===== config.mk =====
export PLATFORM = sky130hd
export DESIGN_NAME = matvec_seq
export DESIGN_NICKNAME = d
export VERILOG_FILES = /design/src/rtl/matvec_seq.sv
export SDC_FILE = /design/constraint.sdc
export NUM_CORES = 1
export LEC_CHECK = 0
export CORE_ASPECT_RATIO = 1.2
export CORE_MARGIN = 2
export CORE_UTILIZATION = 35
export DETAILED_ROUTE_END_ITERATION = 10
export PLACE_DENSITY = 0.54
export SLEW_MARGIN = 0
export SYNTH_ARGS = -nofsm -noshare
export SYNTH_HDL_FRONTEND = slang
export SYNTH_HIERARCHICAL = 1
export SYNTH_SLANG_ARGS = --single-unit

===== constraint.sdc =====
create_clock -name clk -period 8.2 [get_ports clk]
set_clock_uncertainty 0.2 [all_clocks]
set_input_delay 0.82 -clock clk [delete_from_list [all_inputs] [get_ports clk]]
set_output_delay 0.82 -clock clk [all_outputs]
set_load 0.005 [all_outputs]

===== src/rtl/matvec_seq.sv =====
`default_nettype none
// ============================================================================
//  Module   : matvec_seq (with helper lane array: multiply)
//  Purpose  : Row-streaming matrix-vector sequencer, y = A*x. The vector x
//             is latched once per job. Each accepted row is multiplied
//             lane-wise against x and the lane products are summed. One
//             result per row is emitted, tagged with its row index.
//  Config   : MATVEC_PIPE_EN - when defined, adds a registered product stage
//             ahead of the summing stage (row-to-result latency 2 instead
//             of 1). The handshake protocol and the results are the same in
//             both builds.
//  Revision : 1.0 - initial release
// ============================================================================

// Combinational lane array: Ndata independent unsigned Nbits x Nbits products.
module multiply #(
    parameter int Nbits = 4,
    parameter int Ndata = 3
) (
    input  logic [Ndata*Nbits-1:0]   a,
    input  logic [Ndata*Nbits-1:0]   b,
    output logic [Ndata*2*Nbits-1:0] p
);

    for (genvar i = 0; i < Ndata; i++) begin : g_lane
        // Operands are widened first so that the product keeps its full width.
        assign p[i*2*Nbits +: 2*Nbits] = {{Nbits{1'b0}}, a[i*Nbits +: Nbits]}
                                       * {{Nbits{1'b0}}, b[i*Nbits +: Nbits]};
    end

endmodule

module matvec_seq #(
    parameter  int Nbits = 4,
    parameter  int Ndata = 3,
    localparam int IW    = $clog2(Ndata),
    localparam int RW    = 2*Nbits + $clog2(Ndata)
) (
    input  logic                   clk,
    input  logic                   rst_n,
    input  logic                   start,
    input  logic [Ndata*Nbits-1:0] vec_in,
    input  logic [Ndata*Nbits-1:0] row_in,
    input  logic                   row_valid,
    output logic                   row_ready,
    output logic [RW-1:0]          res_out,
    output logic [IW-1:0]          res_idx,
    output logic                   res_valid,
    input  logic                   res_ready,
    output logic                   busy,
    output logic                   done
);

    localparam int              PW       = 2*Nbits;
    localparam int              CW       = $clog2(Ndata+1);
    localparam logic [IW-1:0]   LAST_ROW = IW'(Ndata-1);
    localparam logic [CW-1:0]   RES_END  = CW'(Ndata);

    typedef enum logic [1:0] {
        S_IDLE  = 2'd0,
        S_RUN   = 2'd1,
        S_DRAIN = 2'd2,
        S_DONE  = 2'd3
    } state_t;

    state_t                 state;
    state_t                 next_state;
    logic [Ndata*Nbits-1:0] x_reg;
    logic [IW-1:0]          row_cnt;
    logic [CW-1:0]          res_cnt;
    logic [CW-1:0]          res_cnt_nxt;
    logic [Ndata*PW-1:0]    lane_prod;
    logic [Ndata*PW-1:0]    sum_src;
    logic [RW-1:0]          sum;
    logic [IW-1:0]          load_idx;
    logic                   row_fire;
    logic                   res_fire;
    logic                   out_free;
    logic                   out_load;

    multiply #(
        .Nbits (Nbits),
        .Ndata (Ndata)
    ) u_multiply (
        .a (row_in),
        .b (x_reg),
        .p (lane_prod)
    );

    assign row_fire    = row_valid && row_ready;
    assign res_fire    = res_valid && res_ready;
    // The output register can take new data if it is empty or drains now.
    assign out_free    = !res_valid || res_ready;
    assign res_cnt_nxt = res_cnt + CW'(res_fire);
    assign busy        = (state == S_RUN) || (state == S_DRAIN);

`ifdef MATVEC_PIPE_EN
    logic [Ndata*PW-1:0] prod_reg;
    logic [IW-1:0]       prod_idx;
    logic                prod_valid;

    // A row may enter when the product stage is empty or moves on this cycle;
    // this is combinational from res_ready through out_free.
    assign row_ready = (state == S_RUN) && (!prod_valid || out_free);
    assign out_load  = prod_valid && out_free;
    assign sum_src   = prod_reg;
    assign load_idx  = prod_idx;

    // Product stage: capture lane products with their row index; refill on
    // the same cycle that the held entry moves to the output register.
    always_ff @(posedge clk or negedge rst_n) begin
        if (!rst_n) begin
            prod_valid <= 1'b0;
            prod_reg   <= '0;
            prod_idx   <= '0;
        end else if (row_fire) begin
            prod_valid <= 1'b1;
            prod_reg   <= lane_prod;
            prod_idx   <= row_cnt;
        end else if (out_load) begin
            prod_valid <= 1'b0;
        end
    end
`else
    assign row_ready = (state == S_RUN) && out_free;
    assign out_load  = row_fire;
    assign sum_src   = lane_prod;
    assign load_idx  = row_cnt;
`endif

    // Sum of the zero-extended lane products; RW is wide enough that it never wraps.
    always_comb begin
        sum = '0;
        for (int i = 0; i < Ndata; i++) begin
            sum = sum + RW'(sum_src[i*PW +: PW]);
        end
    end

    // Output register: holds the result stable until the sink takes it.
    always_ff @(posedge clk or negedge rst_n) begin
        if (!rst_n) begin
            res_valid <= 1'b0;
            res_out   <= '0;
            res_idx   <= '0;
        end else if (out_load) begin
            res_valid <= 1'b1;
            res_out   <= sum;
            res_idx   <= load_idx;
        end else if (res_fire) begin
            res_valid <= 1'b0;
        end
    end

    // Job context: x is latched on an accepted start; counters track row and result transfers.
    always_ff @(posedge clk or negedge rst_n) begin
        if (!rst_n) begin
            x_reg   <= '0;
            row_cnt <= '0;
            res_cnt <= '0;
        end else if (state == S_IDLE) begin
            if (start) begin
                x_reg   <= vec_in;
                row_cnt <= '0;
                res_cnt <= '0;
            end
        end else begin
            if (row_fire) begin
                row_cnt <= row_cnt + IW'(1);
            end
            res_cnt <= res_cnt_nxt;
        end
    end

    // State register.
    always_ff @(posedge clk or negedge rst_n) begin
        if (!rst_n) begin
            state <= S_IDLE;
        end else begin
            state <= next_state;
        end
    end

    // Next-state logic; DRAIN ends on the cycle the last result is taken.
    always_comb begin
        next_state = state;
        case (state)
            S_IDLE:  if (start) next_state = S_RUN;
            S_RUN:   if (row_fire && (row_cnt == LAST_ROW)) next_state = S_DRAIN;
            S_DRAIN: if (res_cnt_nxt == RES_END) next_state = S_DONE;
            S_DONE:  next_state = S_IDLE;
            default: next_state = S_IDLE;
        endcase
    end

    // Registered done pulse, high for exactly the one cycle spent in DONE.
    always_ff @(posedge clk or negedge rst_n) begin
        if (!rst_n) begin
            done <= 1'b0;
        end else begin
            done <= (next_state == S_DONE);
        end
    end

endmodule
`default_nettype wire


==> run summary, run 1 <==
Status - finished clean
Worst-path maximum fanout - 4
R2R Path Start - x_reg[3]
Gpl congestion - 0.8329
Post-Syn Area per Cell - 9.864 µm²
Routed vias/inst - 4.851
Crit share post-route - 62.18%
First-pass GRT wire length - 11870 µm
Max_cap viols - 0
Worst Hold Depth - 2
HPWL after DPL - 5458 µm
Dpl ws - 2.719 ns
CTS Buf Count - 5
Hold Vio Cnt, Final - 0
Final setup fails - 0
Crit path DAT - 5.13 ns
Row count - 38
Ant. Diodes - 0
Ports - 45
Synth Register Bits - 32
Layout area overhead - 20.93%
Worst EP required - 8.23 ns
Vias in the first global route - 2598
DRC - 0
Die area - 0.009974 mm²
Minimum clock period after layout - 5.099 ns
H-tree depth - 2
Final antenna-violating net count - 0
HP Start - res_idx[1]
Worst setup EP type - flop
Core Footprint - 0.008986 mm²
Flop2flop setup slack - 3.72 ns
Worst setup SP type - input port
Clock Path Buffers - 2
Final Max Slew Viols - 0
Clock latency on the worst-skew pair - 0.29 ns
Seq/Total Area, Yosys - 24.90%
Rel. slew slack - 56.03%
Area occupied by multi-input gates - 0.002270 mm²
Clock-pin slew on the worst setup and hold paths - 0.07 ns
Highest clock rate - 196.1 MHz
Max FFs per register - 12
Die height - 109 µm
Final Util - 43.27%
Grt total ovfl - 0
CTS tree - done
Post-CTS setup buffers - 0
Iter 0 DRT Violations - 63
NumNets Final - 473
Most common flop cell mapped by yosys - dfrtp_1
Cts-stage hold buffer count - 0
Drt total wl - 6728 µm
Reg2Reg Depth - 14
Die Wd - 91.50 µm
EDFF count, synth - 0
Reg2reg end - res_out[8]
Syn Std Cell Area - 0.003216 mm²
Cells after Synth - 326
Root Buffer - clkbuf_8
DR vias - 2401
Synth Warn # - 6
Worst slew pin tran - 0.6580 ns
Async S/R FF share, synth - 100.0%
Layout cells sized above 1 - 8.000%
FF+latch area - 800.8 µm²
Setup TNS Final - 0 ns
Worst min-delay path class - flop to flop
FILL cells - 890
Final setup margin - 3.101 ns
Total GRT Usage - 15.01%
I/O Buffers - 44
Largest net degree at the start of global routing - 33
Clock Sinks - 32
WHS Endpoint - res_idx[1]
WS Path Type - input port to flop
Initial antenna violation count - 0
RSZ-0062 raised after global routing - no
Yosys cell types - 42
Routed length per placed instance - 13.59 µm
DRT Pass-1 Iters - 4
Post-cts repair resize count - 0
Mapped Nets - 424
Initial Util - 35.78%
[critical path, cell delays in order]
cell and delay (ns):
clkdlybuf4s50_1 0.50, nand2_1 0.09, fa_1 0.51, fa_1 0.61, inv_1 0.06, ha_1 0.31
a211oi_2 0.20, o21bai_1 0.13, a21oi_2 0.16, xnor2_1 0.18, fa_1 0.47, ha_1 0.33
o21a_1 0.14, o31ai_1 0.08, or4b_1 0.46, nand3_1 0.08
[per-stage QoR]
stage,cell area [µm²],std cells,hold slack (ns)
2_1_floorplan,3216,326,0.2697
3_3_place_gp,3792,488,0.2690
3_5_place_dp,3792,488,0.2668
4_1_cts,3889,495,0.2906
5_1_grt,3889,495,0.3191
6_report,3889,495,0.2847
[cells in the mapped netlist, types with 4 or more instances]
cell type / count / area share, %
nand2b_1: 4 / 0.78
inv_1: 33 / 3.9
ha_1: 48 / 19
nand2_1: 30 / 3.5
o21ai_0: 17 / 2.6
a21oi_1: 9 / 1.4
and2_1: 37 / 7.2
xnor2_1: 11 / 3.0
nand3_1: 5 / 0.78
nor2_1: 8 / 0.93
a211oi_1: 4 / 0.93
a21o_1: 7 / 1.6
dfrtp_1: 32 / 25
fa_1: 21 / 13
mux2_2: 12 / 4.2
[kinds of logic (layout without fill, tap and decap cells)]
logic type | after synthesis | after routing | share of synthesized area, %
simple gates | 100 | 100 | 17.08
fa+ha+maj | 69 | 69 | 31.75
xor+xnor | 14 | 14 | 3.813
flops | 32 | 32 | 24.90
buf+inv | 36 | 85 | 4.514
mux | 13 | 13 | 4.514
compound gates | 62 | 62 | 13.42
[routing by layer]
metal	vias to the layer above	global-route usage, %	share of wire (%)
met5	-	0	0
met4	0	4.545	1.5
met3	9	2.142	2.2
met2	30	26.31	50
met1	1147	19.22	46
li1	1215	-	-
[cell usage in the layout, fill, tap and decap left out, drive strengths merged, types with 8 or more instances in the layout]
master	n
nor2	8
o21ai	17
inv	33
nand2	31
fa	21
clkdlybuf4s50	44
a21oi	12
and2	38
a21o	8
mux2	12
dfrtp	32
ha	48
xnor2	11
[worst max-delay path by stage]
| stage | endpoint | slack, ns | start | cells past startpoint |
|---|---|---|---|---|
| floorplan | res_out[8] | 3.49 | row_in[0] | 14 |
| global placement | res_out[7] | 2.76 | row_in[4] | 15 |
| detailed placement | res_out[8] | 2.72 | row_in[4] | 16 |
| CTS | res_out[8] | 3.03 | row_in[4] | 16 |
| global route | res_out[8] | 2.83 | row_in[0] | 15 |
| finish | res_out[8] | 3.10 | row_in[4] | 16 |
[cell type report]
cell class | count | share of cell area, %
multi-input cells | 258 | 58.37
well taps | 120 | 3.861
flip-flops and latches | 32 | 20.59
clock buffers | 7 | 2.477
inverters | 33 | 3.185
repair buffers | 45 | 11.52
Power of run 1 is left out: the tool's default activity adds up to more than one toggle a clock period on the data nets, which glitch-free logic cannot reach.
==> run 2: changes to the inputs <==
--- a/config.mk
+++ b/config.mk
@@ -9,7 +9,7 @@
 export CORE_MARGIN = 2
 export CORE_UTILIZATION = 35
 export DETAILED_ROUTE_END_ITERATION = 10
-export PLACE_DENSITY = 0.54
+export PLACE_DENSITY = 0.56
 export SLEW_MARGIN = 0
 export SYNTH_ARGS = -nofsm -noshare
 export SYNTH_HDL_FRONTEND = slang
==> constraint.sdc (replaced) <==
create_clock -name clk -period 4.4 [get_ports clk]
set_clock_uncertainty 0.2 [all_clocks]
set_input_delay 0.44 -clock clk [delete_from_list [all_inputs] [get_ports clk]]
set_output_delay 0.44 -clock clk [all_outputs]
set_load 0.005 [all_outputs]
==> run summary, run 2 (synthesis gave the netlist of run 1 again) <==
HPWL after DPL - 5871 µm
FF+latch area - 800.8 µm²
Setup TNS Final - 0 ns
Worst EP required - 4.44 ns
Hold Vio Cnt, Final - 0
Clock Path Buffers - 2
Design area - 0.004400 mm²
Minimum clock period after layout - 4.277 ns
Cts-stage hold buffer count - 0
Grt total ovfl - 0
Worst-path maximum fanout - 5
Placed cell count - 527
Worst setup EP type - flop
Routed length per placed instance - 14.07 µm
Max_cap viols - 0
Root Buffer - clkbuf_8
Clock latency on the worst-skew pair - 0.30 ns
Most frequent cells in the layout - 44 x buf_4, 41 x ha_1, 37 x and2_1, 35 x clkdlybuf4s50_1, 32 x dfrtp_1
GRT Max-Usage Layer - met2
Non-filler instance count after layout - 539
Largest net degree at the start of global routing - 33
Gpl congestion - 0.8067
WS Path Type - flop to flop
Die Wd - 91.50 µm
Total GRT Usage - 16.39%
HP Start - res_out[1]
Die height - 109 µm
CTS Buf Count - 5
Layout area overhead - 36.85%
Vias in the first global route - 2829
Crit path largest cell delay - 0.57 ns
RSZ-0062 raised after global routing - yes
Crit share post-route - 97.20%
Max FFs per register - 12
Final Util - 48.97%
First-pass GRT wire length - 12990 µm
Reg2Reg Depth - 15
Row count - 38
Commonest non-fill, non-tap cell in the layout - buf_4
Ports - 45
WHS Endpoint - res_out[1]
Worst Hold Depth - 2
Status - finished clean
Worst min-delay path class - flop to flop
Ant. Diodes - 0
Area occupied by multi-input gates - 0.002436 mm²
CP max-delay cell - fa_1
Initial Util - 35.78%
CTS tree - done
Drt total wl - 7585 µm
Flop2flop setup slack - 0.12 ns
Die area - 0.009974 mm²
Met1 Usage GRT - 19.90%
Crit path DAT - 4.32 ns
Worst setup SP type - flop
GRT met3 Usage - 2.350%
Placed Area - 0.004085 mm²
Rel. slew slack - 51.66%
Initial antenna violation count - 0
FILL cells - 844
Iter 0 DRT Violations - 91
Worst-path cell chain - nand2_2, fa_1, fa_1, inv_2, ha_4, a211oi_2, o21bai_1, a21oi_2, xnor2_2, fa_1, ha_1, o21a_1, o31ai_2, or4b_1, nand3_1
DR vias - 2612
I/O Buffers - 44
Highest clock rate - 233.8 MHz
NumNets Final - 516
Clock Sinks - 32
Most used cell, CP - fa_1
Final antenna-violating net count - 0
Layout cells sized above 1 - 24.34%
Worst slew pin tran - 0.7234 ns
Final Max Slew Viols - 0
Final setup fails - 0
Reg2reg end - res_out[8]
DRT Pass-1 Iters - 4
GR Util met2 - 30.15%
R2R Path Start - x_reg[11]
H-tree depth - 2
Clock-pin slew on the worst setup and hold paths - 0.08 ns
Core Footprint - 0.008986 mm²
DRC - 0
Routed vias/inst - 4.846
[run 2: changes by cell type in the layout (fill, tap and decap cells not counted), moves of 4 or more]
| cell | change |
|---|---|
| clkdlybuf4s50_1 | -9 |
| dlygate4sd2_1 | +8 |
| xnor2_2 | +5 |
| ha_4 | +6 |
| fa_1 | -4 |
| fa_2 | +4 |
| buf_4 | +43 |
| ha_1 | -7 |
| xnor2_1 | -5 |
[run 2: per-stage QoR]
stage | hold WS, ns | setup WS (ns)
2_1_floorplan | -0.05559 | 0.07304
3_3_place_gp | 0.2651 | -0.5270
3_5_place_dp | 0.2617 | -0.5720
4_1_cts | 0.2918 | 0.01748
5_1_grt | 0.3042 | -0.06363
6_report | 0.2900 | 0.1233
[run 2: worst max path at each step]
| stage | from | slack, ns | endpoint |
|---|---|---|---|
| 3_5_place_dp | row_in[4] | -0.57 | res_out[8] |
| 3_3_place_gp | row_in[4] | -0.53 | res_out[8] |
| 2_1_floorplan | row_in[0] | 0.07 | res_out[8] |
| 6_report | x_reg[11] | 0.12 | res_out[8] |
| 4_1_cts | row_in[2] | 0.02 | res_out[8] |
| 5_1_grt | x_reg[11] | -0.06 | res_out[8] |
[run 2: area by class of cell]
class | count | share of cell area (%)
clock buffer | 7 | 2.189
clock inverter | 1 | 0.6824
inverter | 33 | 2.815
multi-input combinational | 258 | 55.36
sequential | 32 | 18.20
tap | 120 | 3.412
timing repair buffer | 88 | 17.34
[run 2: what timing repair did]
item | 4_1_cts | 5_1_grt
resized for setup | 26 | 15
pin swaps | 35 | 19
setup buffers | 3 | 1
endpoints found under the setup margin | 5 | 5
[run 2: worst max-delay path, delay by kind of cell, from the launching register on]
family	cells	cell delay (ns)
AO/OA/AOI/OAI	5	0.71
XOR/XNOR	1	0.15
adder cells (fa/ha/maj)	5	2.03
buffers and inverters	1	0.06
flip-flops	1	0.42
AND/OR/NAND/NOR	3	0.62
[run 2: per-layer routing]
metal / wire [µm] / part of all wire, % / vias to the layer above
li1: - / - / 1308
met4: 110 / 1.5 / 0
met3: 181 / 2.4 / 7
met1: 3314 / 44 / 1257
met5: 0 / 0 / -
met2: 3978 / 52 / 40
Power of run 2 is left out for the same reason.
==> run 3: changes to the inputs <==
--- a/config.mk
+++ b/config.mk
@@ -5,7 +5,6 @@
 export SDC_FILE = /design/constraint.sdc
 export NUM_CORES = 1
 export LEC_CHECK = 0
-export CORE_ASPECT_RATIO = 1.2
 export CORE_MARGIN = 2
 export CORE_UTILIZATION = 35
 export DETAILED_ROUTE_END_ITERATION = 10
==> constraint.sdc (replaced) <==
create_clock -name clk -period 3.6 [get_ports clk]
set_clock_uncertainty 0.2 [all_clocks]
set_input_delay 0.36 -clock clk [delete_from_list [all_inputs] [get_ports clk]]
set_output_delay 0.36 -clock clk [all_outputs]
set_load 0.005 [all_outputs]
==> run summary, run 3 (synthesis gave the netlist of run 1 again) <==
Status - complete, but fails checks
Failing checks - setup timing
CTS Buf Count - 5
Final setup margin - -0.6482 ns
Initial antenna violation count - 0
Gpl congestion - 0.7775
Metal-1 WL - 3618 µm
WL met2 - 3855 µm
HPWL after DPL - 6012 µm
Final Max Slew Viols - 0
Drt total wl - 7785 µm
Max_cap viols - 0
RSZ-0062 raised after global routing - yes
I/O Buffers - 44
Clock-pin slew on the worst setup and hold paths - 0.08 ns
Largest net degree at the start of global routing - 33
Worst slew pin tran - 0.7401 ns
Crit path DAT - 4.28 ns
H-tree depth - 2
R2R Path Start - x_reg[9]
FILL cells - 828
Reg2Reg Depth - 15
Buf/Inv on CP - 2
Max FFs per register - 12
Top delay family on crit path - adder cells
Layout cells sized above 1 - 30.25%
Iter 0 DRT Violations - 51
Flop2flop setup slack - -0.65 ns
Most frequent cells in the layout - 55 x buf_4, 40 x ha_1, 37 x and2_1, 35 x clkdlybuf4s50_1, 31 x dfrtp_1
DRC - 0
Worst-path cell chain - nand2_2, fa_1, fa_1, buf_4, fa_2, inv_2, a21o_1, a21oi_2, xnor2_2, fa_1, ha_4, o21a_1, o31ai_2, or4b_1, nand3_1
First-pass GRT wire length - 13540 µm
Row count - 34
WS Path Type - flop to flop
Setup TNS Final - -2.865 ns
CP max-delay cell - fa_1
Worst setup EP type - flop
Die Wd - 99.85 µm
Initial Util - 36.52%
Vias in the first global route - 2907
Reg2reg end - res_out[8]
Hold Vio Cnt, Final - 0
Clock latency on the worst-skew pair - 0.29 ns
Final setup fails - 7
Grt total ovfl - 0
Highest clock rate - 235.4 MHz
Crit path largest cell delay - 0.56 ns
Commonest non-fill, non-tap cell in the layout - buf_4
CTS tree - done
Core Footprint - 0.008806 mm²
Final antenna-violating net count - 0
Root Buffer - clkbuf_8
Worst-path maximum fanout - 5
Layout area overhead - 41.21%
Clock Path Buffers - 2
Placed cell count - 527
Routed vias/inst - 4.898
Fin Hold WS - 0.2714 ns
DR vias - 2650
Rel. slew slack - 50.54%
Total GRT Usage - 17.05%
Ant. Diodes - 0
Most used cell, CP - fa_1
Die area - 0.009970 mm²
NumNets Final - 530
Crit share post-route - 118.0%
Worst min-delay path class - input port to async pin
Worst setup SP type - flop
Ports - 45
Clock Sinks - 32
Met3 routed WL - 251 µm
Minimum clock period after layout - 4.248 ns
Non-filler instance count after layout - 541
DRT Pass-1 Iters - 4
Die height - 99.85 µm
Routed length per placed instance - 14.39 µm
Max Used Layer - met4
Worst EP required - 3.64 ns
run 3: cell types whose count changed in the layout (fill, tap and decap cells not counted), sizes merged:
| cell | before | now |
|---|---|---|
| clkinv | 0 | 3 |
| dlygate4sd2 | 8 | 9 |
| bufinv | 1 | 0 |
| clkbuf | 7 | 5 |
| dlymetal6s2s | 1 | 0 |
| buf | 44 | 58 |
run 3: routing by layer:
metal | up-vias | track usage (%)
li1 | 1333 | -
met3 | 4 | 2.298
met4 | 0 | 3.793
met1 | 1264 | 22.41
met2 | 49 | 29.99
met5 | - | 0
run 3: how the worst max path moves through the flow:
stage,startpoint,to,slack (ns),cells past startpoint
final,x_reg[9],res_out[8],-0.65,15
after global routing,x_reg[6],res_out[8],-0.82,15
after CTS,x_reg[7],res_out[8],-0.75,15
after detailed placement,row_in[10],res_out[8],-1.12,16
after global placement,row_in[10],res_out[8],-1.07,16
after floorplan,x_reg[3],res_out[8],-0.44,14
run 3: cell type report:
cell class / instances / area [µm²] / share of cell area (%)
flip-flops and latches: 32 / 802.0 / 17.66
well taps: 108 / 135.1 / 2.976
inverters: 33 / 123.9 / 2.728
clock buffers: 5 / 68.82 / 1.516
repair buffers: 102 / 875.8 / 19.29
clock inverters: 3 / 18.77 / 0.4133
multi-input cells: 258 / 2516 / 55.41
run 3: timing repair:
item,4_1_cts,5_1_grt
pin swaps,42,30
resized for setup,26,23
endpoints found under the setup margin,7,7
hold buffers,0,0
buffers inserted,3,3
run 3: metrics by stage:
| stage | area (µm²) | setup WS [ns] | util, % |
|---|---|---|---|
| 2_1_floorplan | 3304 | -0.4414 | - |
| 3_3_place_gp | 4249 | -1.067 | 48.25 |
| 3_5_place_dp | 4249 | -1.121 | 48.25 |
| 4_1_cts | 4423 | -0.7471 | 50.23 |
| 5_1_grt | 4541 | -0.8235 | 51.56 |
| 6_report | 4541 | -0.6482 | 51.56 |
run 3: worst reg2reg max path: stages, from the launching register on:
cell and delay (ns):
dfrtp_2 0.41, nand2_2 0.07, fa_1 0.56, fa_1 0.45, buf_4 0.16, fa_2 0.36
inv_2 0.06, a21o_1 0.12, a21oi_2 0.07, xnor2_2 0.14, fa_1 0.52, ha_4 0.30
o21a_1 0.15, o31ai_2 0.08, or4b_1 0.47, nand3_1 0.08
Power of run 3 is left out for the same reason.
